`src/rtl/p405s_trc_rcv.sv`:
```
// 405 trace-port receiver: deserializes TS nibble packets into a FWFT
// record FIFO and counts execution events from the even/odd ES buses.
module p405s_trc_rcv #(
  parameter int FIFO_DEPTH = 4,
  parameter int CNT_W      = 16
) (
  input  logic             CB,
  input  logic             coreResetN,
  input  logic [0:3]       TRC_tsBusL2,
  input  logic [0:1]       TRC_evenESBusL2,
  input  logic [0:1]       TRC_oddESBusL2,
  input  logic             TRC_oddCycleL2,
  input  logic             RCV_clrStatus,
  input  logic             RCV_pktReady,
  output logic             RCV_pktValid,
  output logic [0:29]      RCV_pktData,
  output logic [0:1]       RCV_pktType,
  output logic [0:8]       RCV_pktStamp,
  output logic             RCV_pktErr,
  output logic             RCV_busy,
  output logic             RCV_overflow,
  output logic [0:CNT_W-1] RCV_instCnt,
  output logic [0:CNT_W-1] RCV_brCnt,
  output logic [0:CNT_W-1] RCV_excCnt
);

  localparam int AW = $clog2(FIFO_DEPTH);
  localparam int RW = 42;

  typedef enum logic [1:0] {
    S_IDLE,
    S_DATA,
    S_STAMP
  } state_e;

  state_e      state_q, state_d;
  logic [3:0]  beat_q, beat_d;
  logic [39:0] sr_q, sr_d;
  logic [1:0]  type_q, type_d;
  logic        rec_push;

  logic [3:0]  nib;
  logic [43:0] rec_raw;
  logic [RW-1:0] rec;

  assign nib     = TRC_tsBusL2;
  assign rec_raw = {sr_q, nib};
  assign rec     = {rec_raw[43:14], type_q, rec_raw[8:0],
                    (|rec_raw[13:12]) | (|rec_raw[11:9])};

  always_ff @(posedge CB) begin
    if (!coreResetN) begin
      state_q <= S_IDLE;
      beat_q  <= '0;
      sr_q    <= '0;
      type_q  <= '0;
    end else begin
      state_q <= state_d;
      beat_q  <= beat_d;
      sr_q    <= sr_d;
      type_q  <= type_d;
    end
  end

  always_comb begin
    state_d  = state_q;
    beat_d   = beat_q;
    sr_d     = sr_q;
    type_d   = type_q;
    rec_push = 1'b0;
    unique case (state_q)
      S_IDLE: begin
        if (nib[3]) begin
          type_d  = nib[2:1];
          beat_d  = '0;
          state_d = S_DATA;
        end
      end
      S_DATA: begin
        sr_d = {sr_q[35:0], nib};
        if (beat_q == 4'd7) begin
          beat_d  = '0;
          state_d = S_STAMP;
        end else begin
          beat_d = beat_q + 4'd1;
        end
      end
      S_STAMP: begin
        sr_d = {sr_q[35:0], nib};
        if (beat_q == 4'd2) begin
          rec_push = 1'b1;
          beat_d   = '0;
          state_d  = S_IDLE;
        end else begin
          beat_d = beat_q + 4'd1;
        end
      end
      default: state_d = S_IDLE;
    endcase
  end

  assign RCV_busy = (state_q != S_IDLE);

  // Pointers carry one extra wrap bit to tell full from empty.
  logic [RW-1:0] mem_q [FIFO_DEPTH];
  logic [AW:0]   wr_q, rd_q;
  logic          empty, full, pop, push_ok, drop;
  logic [RW-1:0] head;

  assign empty   = (wr_q == rd_q);
  assign full    = (wr_q[AW] != rd_q[AW]) &&
                   (wr_q[AW-1:0] == rd_q[AW-1:0]);
  assign pop     = !empty && RCV_pktReady;
  assign push_ok = rec_push && (!full || pop);
  assign drop    = rec_push && full && !pop;

  always_ff @(posedge CB) begin
    if (!coreResetN) begin
      wr_q <= '0;
      rd_q <= '0;
    end else begin
      if (push_ok) wr_q <= wr_q + 1'b1;
      if (pop)     rd_q <= rd_q + 1'b1;
    end
  end

  always_ff @(posedge CB) begin
    if (push_ok) mem_q[wr_q[AW-1:0]] <= rec;
  end

  assign head         = mem_q[rd_q[AW-1:0]];
  assign RCV_pktValid = !empty;
  assign RCV_pktData  = empty ? '0 : head[41:12];
  assign RCV_pktType  = empty ? '0 : head[11:10];
  assign RCV_pktStamp = empty ? '0 : head[9:1];
  assign RCV_pktErr   = empty ? 1'b0 : head[0];

  logic [1:0] ev, od;
  logic [1:0] inc_inst, inc_br, inc_exc;
  logic       e_i, e_b, e_x, o_i, o_b, o_x;

  assign ev = TRC_evenESBusL2;
  assign od = TRC_oddESBusL2;

  always_comb begin
    e_i = 1'b0;
    e_b = 1'b0;
    e_x = 1'b0;
    unique case (1'b1)
      (ev == 2'b01): e_i = 1'b1;
      (ev == 2'b10): begin e_i = 1'b1; e_b = 1'b1; end
      (ev == 2'b11): e_x = 1'b1;
      default: ;
    endcase
  end

  always_comb begin
    o_i = 1'b0;
    o_b = 1'b0;
    o_x = 1'b0;
    unique case (1'b1)
      (od == 2'b01): o_i = 1'b1;
      (od == 2'b10): begin o_i = 1'b1; o_b = 1'b1; end
      (od == 2'b11): o_x = 1'b1;
      default: ;
    endcase
  end

  assign inc_inst = TRC_oddCycleL2 ? ({1'b0, e_i} + {1'b0, o_i}) : 2'd0;
  assign inc_br   = TRC_oddCycleL2 ? ({1'b0, e_b} + {1'b0, o_b}) : 2'd0;
  assign inc_exc  = TRC_oddCycleL2 ? ({1'b0, e_x} + {1'b0, o_x}) : 2'd0;

  function automatic logic [CNT_W-1:0] sat_add(
    input logic [CNT_W-1:0] c,
    input logic [1:0]       inc
  );
    logic [CNT_W:0] s;
    s = {1'b0, c} + {{(CNT_W-1){1'b0}}, inc};
    return s[CNT_W] ? '1 : s[CNT_W-1:0];
  endfunction

  logic [CNT_W-1:0] inst_q, br_q, exc_q;
  logic [CNT_W-1:0] inst_d, br_d, exc_d;
  logic             ovf_q, ovf_d;

  always_comb begin
    inst_d = sat_add(inst_q, inc_inst);
    br_d   = sat_add(br_q, inc_br);
    exc_d  = sat_add(exc_q, inc_exc);
    ovf_d  = ovf_q | drop;
    if (RCV_clrStatus) begin
      inst_d = '0;
      br_d   = '0;
      exc_d  = '0;
      ovf_d  = 1'b0;
    end
  end

  always_ff @(posedge CB) begin
    if (!coreResetN) begin
      inst_q <= '0;
      br_q   <= '0;
      exc_q  <= '0;
      ovf_q  <= 1'b0;
    end else begin
      inst_q <= inst_d;
      br_q   <= br_d;
      exc_q  <= exc_d;
      ovf_q  <= ovf_d;
    end
  end

  assign RCV_overflow = ovf_q;
  assign RCV_instCnt  = inst_q;
  assign RCV_brCnt    = br_q;
  assign RCV_excCnt   = exc_q;

endmodule

```
`config.mk`:
```
export PLATFORM = sky130hd
export DESIGN_NAME = p405s_trc_rcv
export DESIGN_NICKNAME = d
export VERILOG_FILES = /design/src/rtl/p405s_trc_rcv.sv
export SDC_FILE = /design/constraint.sdc
export NUM_CORES = 1
export LEC_CHECK = 0
export ABC_AREA = 1
export CAP_MARGIN = 20
export CORE_AREA = 5 5 200 144
export CTS_CLUSTER_SIZE = 24
export DETAILED_ROUTE_END_ITERATION = 7
export DIE_AREA = 0 0 205 149
export PLACE_DENSITY = 0.69
export SLEW_MARGIN = 20
export SYNTH_ARGS = -nofsm -noshare
export SYNTH_HDL_FRONTEND = slang
export SYNTH_SLANG_ARGS = --single-unit
```
`constraint.sdc`:
```
create_clock -name CB -period 9.2 [get_ports CB]
set_input_delay 1.84 -clock CB [delete_from_list [all_inputs] [get_ports CB]]
set_output_delay 1.84 -clock CB [all_outputs]
set_load 0.02 [all_outputs]
```
# --- Word-level counts from Yosys, hierarchy flattened ---
# Memory sizes are Yosys's and may differ from the RTL's. A register that Yosys moved wholly into a read port is not among the register bits.
# Cells that the tools add are included.
word_totals:
  register_bits: 103
  latchBits: 0
  mem_bits_rw: 168
  rom_bits: 0
  out_inout_bits: 93
  elab_cells: 90
  n_memories: 1
memory_table:
  columns: ["name", "words", "width", "read_ports", "rd_ports_with_merged_regs", "wr", "line_no", "rtl"]
  rows:
  - ["mem_q", 4, 42, 1, 1, 1, "105", "logic [RW-1:0] mem_q [FIFO_DEPTH];"]
op_classes:
  n_addsub: 9
  multipliers: 0
  n_div: 0
  magnitude_cmp: 0
  n_eq_ne: 16
  shift: 0
  n_mux: 30
  n_bitwise: 3
  n_reduce_logical: 21
op_table:
  columns: ["cell", "count"]
  rows:
  - ["16-bit by 2-bit adder with 17-bit output", 3]
  - ["16-bit 2-to-1 mux", 3]
  - ["30-bit 2-to-1 mux", 1]
  - ["2-bit 2-to-1 mux", 9]
  - ["4-bit 2-to-1 mux", 3]
  - ["4-bit one-hot mux with 3 select lines", 1]
  - ["1-bit 2-to-1 mux", 11]
  - ["2-bit == test, second input constant", 5]
  - ["2-bit OR reduction", 5]
  - ["9-bit 2-to-1 mux", 1]
  - ["1-bit by 1-bit adder with 2-bit output", 3]
  - ["3-bit by 1-bit adder with 3-bit output, second input constant", 2]
  - ["2-bit by 1-bit == test with 1-bit output, second input constant", 3]
  - ["2-bit != test, second input constant", 3]
  - ["2-bit one-hot mux with 3 select lines", 1]
  - ["1-bit logical AND", 5]
  - ["4-bit by 1-bit adder with 4-bit output, second input constant", 1]
  - ["4-bit by 2-bit == test with 1-bit output, second input constant", 1]
  - ["4-bit by 3-bit == test with 1-bit output, second input constant", 1]
  - ["2-bit AND reduction", 2]
  - ["3-bit == test", 1]
  - ["1-bit logical NOT", 3]
  - ["3-bit AND reduction", 1]
  - ["3-bit nonzero test", 1]
  - ["other kinds (8)", 9]

# --- Logic depth before layout (Yosys ltp) ---
# Gate-level depths: netlist (run 1).
logic_depth:
  ltp_word: 7
  depth_mapped: 16

# --- Worst setup path before layout (run 1) ---
# OpenSTA, ideal clock, no wires.
synth_path:
  path_kind: "input to register"
  startpoint: "in RCV_pktReady"
  endpoint: "mem mem_q[0][0] (enable)"
  t_arrival_ns: 3.913
  required_ns: 8.758
  setup_slack_ns: 4.845
  cell_stages: 4
  path_buffers: 0
  path_cell_list: "nor2_1 > nand2_1 > nand2_1 > nor2_1"
synth_between:
  elab_chain_cells: 5
synth_lines:
  columns: ["item", "line_no", "rtl"]
  rows:
  - ["start: declaration", "14", "input logic RCV_pktReady,"]
  - ["1-bit logical AND", "113", "assign pop = !empty && RCV_pktReady;"]
  - ["1-bit logical OR", "114", "assign push_ok = rec_push && (!full || pop);"]
  - ["1-bit logical AND", "114", null]
  - ["1-bit 2-to-1 mux", "128", "if (push_ok) mem_q[wr_q[AW-1:0]] <= rec;"]
  - ["1-bit 2-to-1 mux (implied by the code)", "128", null]
  - ["end: declaration", "105", null]
# Every way passes these cells.

==> summary.md, run 1 <==
| Metric | Value |
|---|---|
| Routed wl met3 | between 1 and 1.5 mm |
| 1st-iter DRT viols | between 500 and 600 |
| DR vias | between 8000 and 9000 |
| Fin Setup TNS | 0 ns |
| Leak | around 5.3 nW |
| Die area | just over 30000 sq um |
| Tmin final | around 4.7 ns |
| Worst Clk Skew | ~0.011 ns |
| Final design utilization | a little over half |
| Switching Power | 0.815 mW |
| Int Power | 2.21 mW |
| PwrDens | between 200 and 250 nW/um^2 |
| CP peak stage delay | 0.63 ns |
| Worst-path cell chain | buf_6 > o21ai_0 > o22ai_1 > nand2_1 > inv_1 > clkdlybuf4s50_1 |
| WL final | 26.1 mm |
| Post-Synthesis Net Count | between 1000 and 1500 |
| Hold Crit Class | flip-flop to flip-flop |
| Yosys cell types | 37 |
| DRC viols | 0 |
| Vias per inst | 4.99 |
| Share of layout cells above drive strength 1 | 6.35% |
| Place WS | around 4.5 ns |
| Setup violators final | 0 |
| CTS Hold Buffers Added | 0 |
| Initial antenna violation count | 0 |
| Non-Filler Instances | approximately 1700 |
| Leading area contributor after synthesis | edfxtp_1 |
| VDD IR max | 0.140 mV |
| Pin count of the biggest net entering global routing | 85 |
| H-tree depth | 1 |
| Placed inst area | 13200 sq um |
| Power, Total | 3.02 mW |
| Initial Util | about 44% |
| Max_cap viols | 0 |
| CP Launch Type | flip-flop |
| Post-DP HPWL | between 15 and 20 mm |
| Cells after Synth | ~1200 |
| Setup WS post-layout | ~4.5 ns |
| Placed Instances | ~1600 |
| Number of port buffers | approximately 110 |
| DRT antenna net count | 0 |
| Sequential-to-total area share from yosys stat | between 60 and 70% |
| Yosys reg bits | around 270 |
| Fillcell total | around 2300 |
| Num CTS Buffers | 26 |
| Final #Nets | 1328 |
| Synthesized area | 11800 sq um |
| Final period util | 50.7% |
| Via count of the first global-routing pass | between 7000 and 8000 |
| Mean post-synth cell area | 9.89 sq um |
| Die height | between 100 and 150 microns |
| PostCTS Resize Cnt | 0 |
| Rel. slew slack | roughly two fifths |
| Logic pwr share | 14.6% |
| Max Fclk | 214 MHz |
| Post-CTS Setup Bufs | 0 |
| DR top layer | met4 |
| Outcome | complete, no violations |
| DRT Pass-1 Iters | 5 |
| Global-route wire length before repair | roughly 42 mm |
| Reg power frac | between 40% and 50% |
| Clk buf depth | 3 |
| Sw Ratio | between 20 and 30% |
| Synth warnings | 0 |
| Critical path's slowest cell | clkdlybuf4s50_1 |
| Crit path capture type | primary output |
| Diodes inserted | 0 |
| Worst slew pin tran | 0.923 ns |
| Clock slew at reported path FFs | 0.06 ns |
| Worst Path Arrival | 2.83 ns |
| Wirelength per Cell | 15.6 microns |
| Gr ovfl total | 0 |
| Slew Limit Fails | 0 |
| Area contributors post-synth | edfxtp_1, dfxtp_1, nor2_1, nand2_1, inv_1 |
| Clock sink count | about 270 |
| Clock Tree Root | clkbuf_16 |
| Unrepaired setup endpoints after global routing | no |
| Critical Path RT | between 7 and 8 ns |
| Wire length on met1 | ~13 mm |
| Synth-to-layout area growth | 19.4% |
| GPL Wtd Cong | 0.868 |
| Std-Cell Core Area | 26500 sq um |
| Clock share of power | a little over a third |
| Hold slack | around 0.47 ns |
| Num ports | 106 |
| Met2 WL | between 10 and 15 mm |
| Die Wd | just over 200 microns |
| Worst-skew pair later-pin latency | approximately 0.52 ns |
| Rows | 50 |
| Aggregate global-route resource usage | 16.7% |
| CTS tree | yes |
| Hold Vio Cnt, Final | 0 |
| Yosys top cell area share | around 43% |
| CP Max Fanout | between 80 and 90 |
| Crit Path Class | flip-flop to primary output |
| Final Cell Area | 14100 sq um |
[sequential cells by signal, indices dropped and copies added, names as in the netlist, named ones only]
signal        cells
RCV_brCnt        16
RCV_excCnt       16
RCV_instCnt      16
RCV_overflow      1
beat_q            4
mem_q           168
rd_q              3
sr_q             40
state_q           2
type_q            2
wr_q              3
[cell usage in the layout, fill, tap and decap left out, drive strengths merged]
master	n
or2	4
a21oi	32
a31oi	5
edfxtp	168
xnor2	7
bufinv	3
inv	144
xor2	11
o22ai	42
dfxtp	105
nand4	13
clkinv	7
o21bai	2
buf	10
ha	25
mux2i	42
nand2	189
nor2	195
clkdlybuf4s50	105
fa	3
o21ai	96
and2b	1
nand3b	2
nand3	52
clkbuf	38
nor3	6
[synthesized netlist by cell type, drive strengths merged]
cell    count
a21oi      32
a31oi       5
and2b       1
buf        21
clkbuf     25
clkinv      1
dfxtp     105
edfxtp    168
fa          3
ha         25
inv       143
mux2i      42
nand2     189
nand3      52
nand3b      2
nand4      13
nor2      195
nor3        6
o21ai      96
o21bai      2
o22ai      42
or2         4
xnor2       7
xor2       11
[path summary, 6_finish.rpt]
| check | to | startpoint | depth (start not counted) | slack, ns |
|---|---|---|---|---|
| max | RCV_pktData[9] | flip-flop | 6 | 4.53 |
| min | RCV_overflow | RCV_overflow | 2 | 0.47 |
| max reg2reg | beat_q[3] | state_q[0] | 8 | 6.28 |
| min reg2reg | RCV_overflow | RCV_overflow | 2 | 0.47 |
[worst max-delay path, delay by kind of cell, from the launching register on]
| kind | cells | cell delay (ns) |
|---|---|---|
| flops | 1 | 0.35 |
| compound gates | 2 | 0.53 |
| buf+inv | 3 | 1.30 |
| simple gates | 1 | 0.08 |
[power groups by stage]
stage               Sequential (mW)  Combinational [mW]  Clock (mW)
global route                   1.50               0.504        1.15
finish                         1.49               0.442        1.09
global placement               1.51               0.441           0
floorplan                      1.49               0.314           0
CTS                            1.49               0.449        1.11
detailed placement             1.52               0.446           0
[layout make-up]
cell class | instances | area, sq um | area share (%)
clock buffers | 38 | 747 | 5.31
multi-input cells | 727 | 3900 | 27.8
flip-flops and latches | 273 | 7150 | 50.9
repair buffers | 115 | 1130 | 8.04
inverters | 144 | 541 | 3.85
well taps | 364 | 455 | 3.24
clock inverters | 10 | 128 | 0.908
[routing by layer]
metal / global-route usage (%) / up-vias
li1: - / 4180
met5: 0 / -
met1: 24.6 / 3961
met2: 26.6 / 175
met3: 2.93 / 29
met4: 2.58 / 0
[cells by family after synthesis]
family,Yosys count,share of synthesized area (%)
adder cells (fa/ha/maj),28,3.17
XOR/XNOR,18,1.34
flip-flops,273,60.7
multiplexers,42,3.57
buffers and inverters,190,6.47
AO/OA/AOI/OAI,177,8.49
AND/OR/NAND/NOR,462,16.3
Power figures use the tool's default switching activity.
==> run 2, diff against run 1 <==
- PLACE_DENSITY: 0.69 -> 0.72
- clock period: 9.2 -> 3.8 ns (I/O delays scaled with it)
==> summary.md, run 2 (synthesis results as in run 1) <==
| Metric | Value |
|---|---|
| Final #Nets | between 1000 and 1500 |
| Diodes inserted | 0 |
| Initial antenna violation count | 0 |
| Synth-to-layout area growth | 20.0% |
| Clock sink count | 273 |
| DRC viols | 0 |
| CP Max Fanout | 26 |
| VDD IR max | about 0.34 mV |
| Switching Power | ~2.0 mW |
| Hold Vio Cnt, Final | 0 |
| Sw Ratio | a little over a quarter |
| Setup WS post-layout | about 0.46 ns |
| Std-Cell Core Area | 26500 sq um |
| DRT Pass-1 Iters | 5 |
| WL final | around 26 mm |
| DRT antenna net count | 0 |
| Clock slew at reported path FFs | 0.07 ns |
| Rel. slew slack | between 60% and 70% |
| Vias per inst | roughly 5 |
| Crit Path Class | flip-flop to primary output |
| Die Wd | between 200 and 250 microns |
| Global-route wire length before repair | 42.2 mm |
| Fin Setup TNS | 0 ns |
| Final period util | between 80% and 90% |
| Final design utilization | 53.4% |
| Number of port buffers | 105 |
| Slew Limit Fails | 0 |
| Post-DP HPWL | 15.9 mm |
| Crit path capture type | primary output |
| Max_cap viols | 0 |
| Place WS | 0.204 ns |
| Worst Path Arrival | 2.58 ns |
| Tmin final | approximately 3.3 ns |
| Clk buf depth | 3 |
| Worst slew pin tran | around 0.57 ns |
| PwrDens | about 500 nW/um^2 |
| Final Cell Area | about 14000 sq um |
| Initial Util | about 44% |
| Share of layout cells above drive strength 1 | ~6.6% |
| Internal reg-to-reg setup slack | ~1.6 ns |
| Setup violators final | 0 |
| Die area | 30500 sq um |
| Leak | roughly 5.3 nW |
| CTS Hold Buffers Added | 0 |
| Num CTS Buffers | 26 |
| Placed Instances | 1628 |
| DR vias | 8434 |
| Reg power frac | 50.0% |
| H-tree depth | 1 |
| Non-Filler Instances | around 1700 |
| Die height | approximately 150 microns |
| Commonest cells after routing, fill and taps aside | nor2_1, nand2_1, edfxtp_1 |
| Clock Tree Root | clkbuf_16 |
| Logic pwr share | about 15% |
| Num ports | roughly 110 |
| Hold slack | 0.469 ns |
| Rows | 50 |
| Critical Path RT | a little over 3 ns |
| Largest register FFs | ~170 |
| Gr ovfl total | 0 |
| Wirelength per Cell | between 15 and 20 microns |
| Worst-skew pair later-pin latency | ~0.52 ns |
| CP Launch Type | flip-flop |
| Power, Total | 7.23 mW |
| PostCTS Resize Cnt | 0 |
| 1st-iter DRT viols | just under 600 |
| Via count of the first global-routing pass | a little over 8000 |
| Unrepaired setup endpoints after global routing | no |
| Worst Clk Skew | 0.0102 ns |
| Max Fclk | between 200 and 300 MHz |
| Placed inst area | about 13000 sq um |
| Hold Crit Class | flip-flop to flip-flop |
| Clock share of power | roughly a third |
| Pin count of the biggest net entering global routing | 85 |
| CTS tree | yes |
| Aggregate global-route resource usage | 16.6% |
| Post-CTS Setup Bufs | 0 |
| GPL Wtd Cong | between 0.8 and 0.9 |
| Int Power | 5.26 mW |
| Outcome | complete, no violations |
==> run 2: cell count changes in the layout (fill, tap and decap cells not counted), sizes merged <==
cell,previous run,this run
buf,10,15
clkinv,7,9
bufinv,3,2
clkbuf,38,37
clkinvlp,0,1
inv,144,143
==> run 2: layout make-up <==
class                      count  area, sq um
clock buffer                  37          723
fill                        2341        12300
inverter                     144          541
sequential                   273         7150
tap                          364          455
timing repair buffer         120         1240
clock inverter                11          116
multi-input combinational    727         3900
==> run 2: critical path, cell delays in order (launching register included) <==
cell             delay, ns
dfxtp_4               0.43
inv_2                 0.36
buf_12                0.25
nor2_1                0.06
o22ai_1               0.19
nand2_1               0.09
inv_1                 0.08
clkdlybuf4s50_1       0.60
==> run 2: worst paths after layout <==
check	startpoint	to	depth (start not counted)
min reg2reg	RCV_overflow	RCV_overflow	2
max	flip-flop	RCV_pktData[7]	7
min	RCV_overflow	RCV_overflow	2
max reg2reg	state_q[0]	mem_q[2][25]	7
==> run 2: per-layer routing <==
layer / share of wire (%) / GRT usage, %
met2: 46 / 26.6
met1: 48 / 24.6
met3: 5.4 / 2.50
met5: 0 / 0
met4: 1.2 / 2.78
==> run 2: power groups by stage <==
stage | Clock [mW] | Sequential [mW] | Combinational, mW
after floorplan | 0 | 3.61 | 0.759
after global placement | 0 | 3.66 | 1.07
after detailed placement | 0 | 3.68 | 1.08
after CTS | 2.57 | 3.62 | 1.10
after global routing | 2.71 | 3.65 | 1.26
final | 2.52 | 3.62 | 1.09
==> run 3, diff against run 2 <==
- CORE_AREA: 5 5 200 144 -> 5 5 186 134
- DIE_AREA: 0 0 205 149 -> 0 0 191 139
- PLACE_DENSITY: 0.72 -> 0.81
==> summary.md, run 3 (synthesis results as in run 1) <==
| Metric | Value |
|---|---|
| H-tree depth | 1 |
| Leak | approximately 5.4 nW |
| Fillcell total | ~1800 |
| Die height | around 140 microns |
| GPL Wtd Cong | roughly 0.89 |
| Diodes inserted | 0 |
| Share of layout cells above drive strength 1 | 7.45% |
| Clock sink count | around 270 |
| Num CTS Buffers | 27 |
| Vias per inst | 5.26 |
| Via count of the first global-routing pass | about 8300 |
| Internal reg-to-reg setup slack | roughly 1.3 ns |
| Worst-skew pair later-pin latency | 0.53 ns |
| Worst slew pin tran | 0.535 ns |
| PostCTS Resize Cnt | 0 |
| Initial antenna violation count | 0 |
| Tmin final | 3.42 ns |
| Number of port buffers | 105 |
| Worst Clk Skew | 0.0215 ns |
| Gr ovfl total | 0 |
| CTS Hold Buffers Added | 0 |
| DRC viols | 0 |
| WL final | around 26 mm |
| CP Buf/Inv Count | 3 |
| DR vias | roughly 8600 |
| Clock Tree Root | clkbuf_16 |
| Max_cap viols | 0 |
| Post-CTS Setup Bufs | 0 |
| Pin count of the biggest net entering global routing | 67 |
| CP Max Fanout | 35 |
| Aggregate global-route resource usage | approximately a fifth |
| DRT Pass-1 Iters | 5 |
| Crit path capture type | primary output |
| Final period util | between 80% and 90% |
| CP peak stage delay | just under 0.6 ns |
| Crit path max-delay family | buffers and inverters |
| Outcome | complete, no violations |
| CTS tree | yes |
| VDD IR max | 0.308 mV |
| Largest register FFs | around 170 |
| CP Launch Type | flip-flop |
| Rel. slew slack | between 60 and 70% |
| Rows | 47 |
| Power, Total | around 7.3 mW |
| Final design utilization | between 60% and 70% |
| Num ports | between 100 and 150 |
| Critical Path RT | 3.04 ns |
| Worst Path Arrival | ~2.7 ns |
| Critical path's slowest cell | clkdlybuf4s50_1 |
| Setup violators final | 0 |
| Commonest cells after routing, fill and taps aside | nor2_1, nand2_1, edfxtp_1 |
| Die Wd | 191 microns |
| Hold Vio Cnt, Final | 0 |
| Unrepaired setup endpoints after global routing | no |
| Clk buf depth | 3 |
| Std-Cell Core Area | 23100 sq um |
| Die area | about 27000 sq um |
| Synth-to-layout area growth | 19.9% |
| Slew Limit Fails | 0 |
| Crit Path Class | flip-flop to primary output |
| Clock slew at reported path FFs | 0.07 ns |
| Wirelength per Cell | between 15 and 20 microns |
| Worst-path cell chain | buf_4 > o21ai_0 > o22ai_1 > nand2_1 > inv_1 > clkdlybuf4s50_1 |
| 1st-iter DRT viols | around 630 |
| Initial Util | between 50% and 60% |
| Placed Instances | about 1600 |
| Max Fclk | 293 MHz |
| Hold Crit Class | flip-flop to flip-flop |
| Non-Filler Instances | about 1600 |
| Post-DP HPWL | roughly 16 mm |
| Hold slack | about 0.46 ns |
| Global-route wire length before repair | around 42 mm |
| PwrDens | around 520 nW/um^2 |
| Fin Setup TNS | 0 ns |
| Final #Nets | ~1300 |
| DRT antenna net count | 0 |
[run 3: changes by cell type in the layout (fill, tap and decap cells not counted), moves of 2 or more]
cell,delta
clkbuf_1,-7
clkinv_2,+4
buf_4,+3
inv_6,+2
[run 3: where the power goes]
group / leakage (nW) / internal, mW / switching, mW
sequential: 2.39 / 3.43 / 0.196
combinational: 2.55 / 0.352 / 0.732
clock: 0.445 / 1.53 / 1.11
total: 5.38 / 5.31 / 2.04
[run 3: metrics by stage]
step	setup WS [ns]	area, sq um
after floorplan	0.525	11800
after global placement	0.328	13200
after detailed placement	0.261	13200
after CTS	0.358	14100
after global routing	0.222	14100
final	0.384	14100
[run 3: layer usage]
metal,vias up,track usage (%),routed length (microns)
met3,37,3.20,1500
met2,239,31.6,12100
li1,4200,-,-
met4,0,3.89,413
met5,-,0,0
met1,4116,26.6,11700
[run 3: tightest hold or removal path, cell delays in order, from the launching register on]
cell     delay (ns)
dfxtp_1        0.31
inv_1          0.05
a21oi_1        0.05
[run 3: final timing paths]
check                     from              end  cells after the start
hold reg to reg   RCV_overflow     RCV_overflow                      2
hold / removal    RCV_overflow     RCV_overflow                      2
setup reg to reg    state_q[0]     mem_q[2][38]                      7
setup / recovery     flip-flop  RCV_pktData[17]                      6
[run 3: cell type report]
cell class              instances  area, sq um  share of cell area, %
clock buffers                  32          736                   5.21
clock inverters                18          156                   1.11
inverters                     144          541                   3.83
multi-input cells             727         3900                   27.6
flip-flops and latches        273         7150                   50.6
well taps                     318          398                   2.82
repair buffers                122         1240                   8.79
